--- src/rtl/led_bar_sequencer.sv ---
// ---------------------------------------------------------------------------
// led_bar_sequencer
//   Front-end controller for the 8-LED bar-graph driver. It debounces the raw
//   board switches and the mode button, then produces the driver command
//   {level[2:0], blank}.
//     MANUAL : level follows the debounced switches sw[3:1].
//     SWEEP  : level ping-pongs 0..7..0, one step every STEP_CYCLES cycles
//              (states UP and DOWN).
//   A debounced rising edge of the button toggles between MANUAL and SWEEP.
//
// Ports
//   clk         system clock
//   rst         asynchronous, active-high reset
//   sw_raw      raw switches; [3:1] = manual level, [0] = blank request
//   btn_raw     raw mode button
//   bar_code    {level[2:0], blank} to the bar-graph driver (registered)
//   mode_sweep  0 = MANUAL, 1 = SWEEP (registered with the state)
//   step_pulse  one-cycle strobe on every sweep step (registered)
// ---------------------------------------------------------------------------
module led_bar_sequencer #(
  parameter int DEB_CYCLES  = 20,
  parameter int STEP_CYCLES = 50,
  parameter int CNT_W       = 24
) (
  input  logic       clk,
  input  logic       rst,
  input  logic [3:0] sw_raw,
  input  logic       btn_raw,
  output logic [3:0] bar_code,
  output logic       mode_sweep,
  output logic       step_pulse
);

  typedef enum logic [1:0] {
    MANUAL = 2'd0,
    UP     = 2'd1,
    DOWN   = 2'd2
  } state_t;

  localparam int             NB        = 5;
  // Debounced blank starts asserted so the bar stays dark until the
  // switches have been qualified.
  localparam logic [NB-1:0]  DEB_RST   = 5'b00001;
  localparam logic [CNT_W-1:0] DEB_LAST  = CNT_W'(DEB_CYCLES - 1);
  localparam logic [CNT_W-1:0] STEP_LAST = CNT_W'(STEP_CYCLES - 1);

  // Bit layout of the debounced bundle: [4] = button, [3:0] = switches.
  logic [NB-1:0] raw_all;
  logic [NB-1:0] sync1;
  logic [NB-1:0] sync2;
  logic [NB-1:0] deb;

  assign raw_all = {btn_raw, sw_raw};

  // Two-flop synchroniser for the asynchronous board inputs.
  // NOTE: every clocked block uses non-blocking assignments so all flops
  // sample pre-edge values; blocking here would collapse sync1/sync2 into
  // one stage.
  always_ff @(posedge clk or posedge rst) begin
    if (rst) begin
      sync1 <= '0;
      sync2 <= '0;
    end else begin
      sync1 <= raw_all;
      sync2 <= sync1;
    end
  end

  // Per-bit debounce: the output only follows the synchronised input after
  // it has disagreed for DEB_CYCLES consecutive cycles.
  for (genvar i = 0; i < NB; i++) begin : g_deb
    logic [CNT_W-1:0] cnt;
    logic             deb_q;

    always_ff @(posedge clk or posedge rst) begin
      if (rst) begin
        cnt   <= '0;
        deb_q <= DEB_RST[i];
      end else if (sync2[i] == deb_q) begin
        cnt <= '0;
      end else if (cnt == DEB_LAST) begin
        deb_q <= sync2[i];
        cnt   <= '0;
      end else begin
        cnt <= cnt + CNT_W'(1);
      end
    end

    assign deb[i] = deb_q;
  end

  logic btn_d1;
  logic btn_rise;

  always_ff @(posedge clk or posedge rst) begin
    if (rst) btn_d1 <= 1'b0;
    else     btn_d1 <= deb[4];
  end

  assign btn_rise = deb[4] & ~btn_d1;

  // Mode FSM and level/step datapath.
  state_t           state;
  state_t           state_n;
  logic [2:0]       level;
  logic [2:0]       level_n;
  logic [CNT_W-1:0] step_cnt;
  logic [CNT_W-1:0] step_cnt_n;
  logic             step_pulse_n;
  logic             blank;

  // NOTE: all architectural state, including the counters, is reset so a
  // reset in the middle of a sweep leaves nothing behind (no stray pulse).
  always_ff @(posedge clk or posedge rst) begin
    if (rst) begin
      state      <= MANUAL;
      level      <= 3'd0;
      step_cnt   <= '0;
      step_pulse <= 1'b0;
      mode_sweep <= 1'b0;
      blank      <= 1'b1;
    end else begin
      state      <= state_n;
      level      <= level_n;
      step_cnt   <= step_cnt_n;
      step_pulse <= step_pulse_n;
      mode_sweep <= (state_n != MANUAL);
      blank      <= deb[0];
    end
  end

  // NOTE: every output of this block gets a default first, so no path can
  // leave one unassigned and infer a latch.
  always_comb begin
    state_n      = state;
    level_n      = level;
    step_cnt_n   = step_cnt;
    step_pulse_n = 1'b0;

    unique case (state)
      MANUAL: begin
        step_cnt_n = '0;
        if (btn_rise) state_n = UP;     // level is held on entry
        else          level_n = deb[3:1];
      end

      UP, DOWN: begin
        if (btn_rise) begin
          // Button beats a coinciding step: no level change, no pulse.
          state_n    = MANUAL;
          step_cnt_n = '0;
        end else if (step_cnt == STEP_LAST) begin
          step_cnt_n   = '0;
          step_pulse_n = 1'b1;
          if (state == UP) begin
            if (level == 3'd7) begin
              state_n = DOWN;
              level_n = 3'd6;
            end else begin
              level_n = level + 3'd1;
            end
          end else begin
            if (level == 3'd0) begin
              state_n = UP;
              level_n = 3'd1;
            end else begin
              level_n = level - 3'd1;
            end
          end
        end else begin
          step_cnt_n = step_cnt + CNT_W'(1);
        end
      end

      default: begin
        state_n    = MANUAL;
        step_cnt_n = '0;
      end
    endcase
  end

  assign bar_code = {level, blank};

endmodule

--- config.mk ---
export PLATFORM = sky130hd
export DESIGN_NAME = led_bar_sequencer
export DESIGN_NICKNAME = d
export VERILOG_FILES = /design/src/rtl/led_bar_sequencer.sv
export SDC_FILE = /design/constraint.sdc
export NUM_CORES = 1
export LEC_CHECK = 0
export BUFFER_PORTS_ARGS = -buffer_cell sky130_fd_sc_hd__buf_2
export CAP_MARGIN = 10
export CORE_MARGIN = 4
export CORE_UTILIZATION = 58
export CTS_BUF_LIST = sky130_fd_sc_hd__clkbuf_4 sky130_fd_sc_hd__clkbuf_8
export CTS_CLUSTER_DIAMETER = 200
export DETAILED_ROUTE_END_ITERATION = 12
export PLACE_DENSITY_LB_ADDON = 0.12
export SYNTH_ARGS = -nofsm -noshare
export SYNTH_HDL_FRONTEND = slang
export SYNTH_SLANG_ARGS = --single-unit
--- constraint.sdc ---
create_clock -name clk -period 10.19 [get_ports clk]
set_input_delay 0.5095 -clock clk [delete_from_list [all_inputs] [get_ports clk]]
set_output_delay 0.5095 -clock clk [all_outputs]
set_load 0.005 [all_outputs]
Word-level counts from Yosys, hierarchy flattened
Cells that the tools add are included.
Word-level totals
  ROM bits: 0
  output and inout port bits: 6
  memories: 0
  bits in latches: 0
  flip-flop bits (word level): 168
  word-level logic and storage cells: 92
  memory bits (writable): 0
Operators by class
  bitwise logic cells: 7
  equal/unequal tests: 17
  div/mod/pow operators: 0
  shift operators: 0
  mux-type cells: 30
  $add $sub $neg: 8
  magnitude comparators: 0
  $mul: 0
  reductions and logical operators: 11
Operators by type and width (count)
  $mux W24: 13
  $add A24 B1 Y24 const B: 6
  $eq A24 B5 Y1 const B: 5
  $eq A24 B6 Y1 const B: 1
  $mux W3: 6
  $mux W2: 6
  $reduce_and A2 Y1: 5
  $ne A2 B2 Y1 const B: 3
  $not A1 Y1: 6
  $pmux W3 S2: 1
  $eq A1 B1 Y1: 5
  $pmux W2 S2: 1
  $reduce_and A4 Y1: 1
  $reduce_bool A2 Y1: 2
  $add A3 B1 Y3 const B: 1
  $eq A3 B3 Y1 const B: 1
  $logic_not A3 Y1: 1
  $mux W1: 3
  $sub A3 B1 Y3 const B: 1
  $eq A2 B1 Y1 const B: 1
  $eq A2 B2 Y1 const B: 1
  $logic_not A2 Y1: 1
  $reduce_or A2 Y1: 1
  $and A1 B1 Y1: 1

Depth between registers and ports, before layout
  depth in word-level cells: 7
  depth in mapped cells: 8
  mapped depth without buffers: 7

Worst setup path before layout
No wires, ideal clock.
  path kind: flip-flop to flip-flop
  start point: reg step_cnt[1]
  end point: reg level[0]
  data arrival time: 2446 ps
  cell stages (with the launch flop): 8
  clock period less this slack: 2571 ps
  path buffers: 0
  path slack: 7619 ps
  required time: 10065 ps
  library setup time: 125 ps
  path through: dfrtp_1 > inv_1 > ha_1 > or4b_1 > or4_4 > or2_2 > o21ai_0 > mux2_2
On the way
  word-level cells in the longest chain between the ends: 3
RTL lines
  start: declaration: RTL line 107  | logic [CNT_W-1:0] step_cnt;
  start signal: assignment: RTL line 125  | step_cnt <= step_cnt_n;
  $eq A24 B6 Y1: RTL line 152  | end else if (step_cnt == STEP_LAST) begin
  $ne A2 B2 Y1 (no line)
  $reduce_and A4 Y1 (no line)
  end signal: assignment: RTL line 124  | level <= level_n;
  end: declaration: RTL line 105  | logic [2:0] level;
No other way between the ends.
A chain may end at the register's enable or synchronous reset.

Final worst setup path
  start point: reg step_cnt[1]
  end point: reg step_cnt[22]
On the way
  word-level cells in the longest chain between the ends: 4
RTL lines
  $add A24 B1 Y24 or $eq A24 B6 Y1 (tied branches): RTL line 171, 152
  $mux W24 (*): RTL line 152
  $mux W24 (*): RTL line 148  | if (btn_rise) begin
  $mux W24 (*): RTL line 140  | unique case (state)
  via step_cnt_n[22]: RTL line 108  | logic [CNT_W-1:0] step_cnt_n;
Mark *: on every way through the listed nets, which the timed path passes. The rest lies on a longest branch.

==> results.cfg <==
[worst_setup_path]
critPathKind = flip-flop to flip-flop
crit_required_ns = 10.49
cp.arrival_ns = 3.07
critPathLaunchType = flip-flop
crit_fanout = 24
cp-end-kind = flip-flop

[global_route]
grt_usage_pct = 19.8
antenna_found_initial = 0
grt_pass1_vias = 5830
grt_max_degree = 101
grt_pass1_wl_um = 26400
grt_overflow = 0

[final_layout]
layout_commonest_cell = nor2_1
layout-drive-gt1-share_pct = 7.44
multi_input_area_um2 = 3720
final_cell_mix = nor2_1, dfrtp_1, xnor2_1
regArea_um2 = 4210
area_delta_synth_final_pct = 8.13
final_nets = 869
n_antenna_cell = 0
n_fill_cell = 1107

[timing]
setup_viol = 0
fmax_ghz = 0.361
rsz0062_at_grt = false
holdWs_ns = 0.156
hold_viol_final = 0
setup_tns_ns = 0
skew_ns = 0.0129
drv_slew = 0
relSlewSlack_pct = 30.5
min_period_ns = 2.77
final.setup.worst_slack_ns = 7.42
worst_pin_slew_ns = 1.03
fin_crit_sh_pct = 27.2

[worst_hold_path]
hold_path_class = input pin to flip-flop

[clock_tree]
cts_tree = done
post-cts-setup-buffers = 0
clk_pin_slew_ns = 0.09
clockBufferDepth = 2
cts_hold_buffers = 0
post_cts_resized = 0
clock_latency_ns = 0.46
cts_sinks = 168
ctsRootBufferMaster = clkbuf_8
cts_buffers = 17
h-tree-depth = 4

[route]
ant_nets = 0
drt_iter0_drc = 357
drt-pass1-iter-count = 4
drc = 0
dr_total_vias = 5904
wire_per_inst_um = 14.2
viasPerCell = 5.70
wl_um = 14700

[power]
p_leak_nw = 3.69
p_clk_share_pct = 41.3
switching_power_mw = 0.264
ir_drop_v = 0.0000951
power_frac_comb_pct = 2.9
p_int_mw = 0.952
power_density_nw_per_um2 = 139
switching_share_pct = 21.7
p_seq_share_pct = 55.8
power.total_mw = 1.22

[synthesis]
ys_ff_latch = 168
yosysSeqAreaShare_pct = 51.9
synth_warnings = 0
syn_area_um2 = 8110
yosys.area.top_type = dfrtp_1
synth_fp_nets = 856
syn_inst = 836
synth_top_area_share_pct = 51.2
synth_area_leaders = dfrtp_1, nor2_1, xnor2_1, xor2_1, nor4_1
syn-mean-instance-area_um2 = 9.70
synthDistinctLibCells = 41

[status]
status = complete, no violations

[die]
core-area_um2 = 13500
die_w_um = 126
pin_count = 13
dieArea_um2 = 15900
rows = 42
die_h_um = 126
start_util_pct = 60.3

[place]
pre_cts_ws_ns = 7.40
io_buffers = 12
place_congestion = 0.801
dp_hpwl_um = 9830

[flow_run]
cap_violations = 0
## metrics by stage
step                      util, %  instances  area, µm²
after floorplan                 -        836       8110
after global placement       62.0       1006       8340
after detailed placement     62.0       1006       8340
after CTS                    65.2       1036       8770
after global routing         65.2       1036       8770
final                        65.2       1036       8770
## synthesized netlist by cell type
library cell / count
a211oi_1: 1
a21oi_1: 14
a221oi_1: 2
a311o_1: 1
a31oi_1: 1
and2_1: 3
and3_1: 17
and3_2: 1
and4_1: 14
buf_2: 2
buf_4: 1
clkbuf_1: 20
dfrtp_1: 166
dfstp_2: 2
ha_1: 13
inv_1: 24
mux2_2: 8
nand2_1: 49
nand2b_1: 3
nand3_1: 51
nand3b_1: 1
nand4_1: 34
nor2_1: 167
nor2b_1: 1
nor3_1: 33
nor3b_1: 2
nor4_1: 42
nor4b_1: 1
nor4bb_1: 1
o21ai_0: 8
o21ai_1: 5
o22ai_1: 1
or2_1: 1
or2_2: 2
or3_1: 9
or3b_2: 1
or4_1: 3
or4_4: 1
or4b_1: 1
xnor2_1: 70
xor2_1: 59
## worst paths after layout
| kind | to | startpoint | slack (ns) | depth (start not counted) |
|---|---|---|---|---|
| hold reg to reg | sync2[0]$_DFF_PP0_ | sync1[0]$_DFF_PP0_ | 0.35 | 0 |
| setup / recovery | step_cnt[22]$_DFF_PP0_ | step_cnt[1]$_DFF_PP0_ | 7.42 | 7 |
| min in group asynchronous | sync1[2]$_DFF_PP0_ | rst | 0.23 | 2 |
| hold / removal | sync1[3]$_DFF_PP0_ | sw_raw[3] | 0.16 | 1 |
| setup reg to reg | step_cnt[22]$_DFF_PP0_ | step_cnt[1]$_DFF_PP0_ | 7.42 | 7 |
| max in group asynchronous | g_deb[4].cnt[17]$_DFF_PP0_ | rst | 8.59 | 3 |
## per-layer routing
metal  part of all wire (%)  routed length (µm)  global-route usage, %  vias up
met5                      0                   0                      0        -
met2                     47                6920                   31.0       93
li1                       -                   -                      -     2892
met1                     48                6990                   27.2     2899
met4                    1.8                 262                   7.00        0
met3                    3.3                 486                   4.61       20
## power groups by stage
stage	clock network, mW	logic (mW)	registers (mW)
3_5_place_dp	0	0.0365	0.692
5_1_grt	0.546	0.0415	0.680
4_1_cts	0.519	0.0367	0.679
2_1_floorplan	0	0.0267	0.691
6_report	0.502	0.0351	0.679
3_3_place_gp	0	0.0350	0.692
## worst max-delay path, cell delays in order, from the launching register on
cell	delay (ns)
dfrtp_1	0.41
inv_1	0.07
ha_1	0.13
or4b_1	0.43
or4_4	0.51
or2_2	0.33
nand3_1	0.61
nor2_1	0.14
## cell type report
class                      instances  share of cell area, %
timing repair buffer              17                   1.11
inverter                          24                   1.08
multi-input combinational        621                   42.5
sequential                       168                   48.0
tap                              176                   2.51
clock buffer                      19                   2.84
clock inverter                    11                   2.01
## registers in the layout, indices dropped and copies added, names as in the netlist
register	cells
blank	1
state	2
g_deb.cnt	120
level	3
g_deb.deb_q	5
sync1	5
step_cnt	24
btn_d1	1
sync2	5
mode_sweep	1
step_pulse	1
## logic make-up after synthesis
group	Yosys count	synth area share [%]
adder cells (fa/ha/maj)	13	2.01
buffers and inverters	47	2.25
multiplexers	8	1.11
flip-flops	168	51.9
AND/OR/NAND/NOR	438	26.6
AO/OA/AOI/OAI	33	2.25
XOR/XNOR	129	13.9
(Power assumes the default switching activity.)
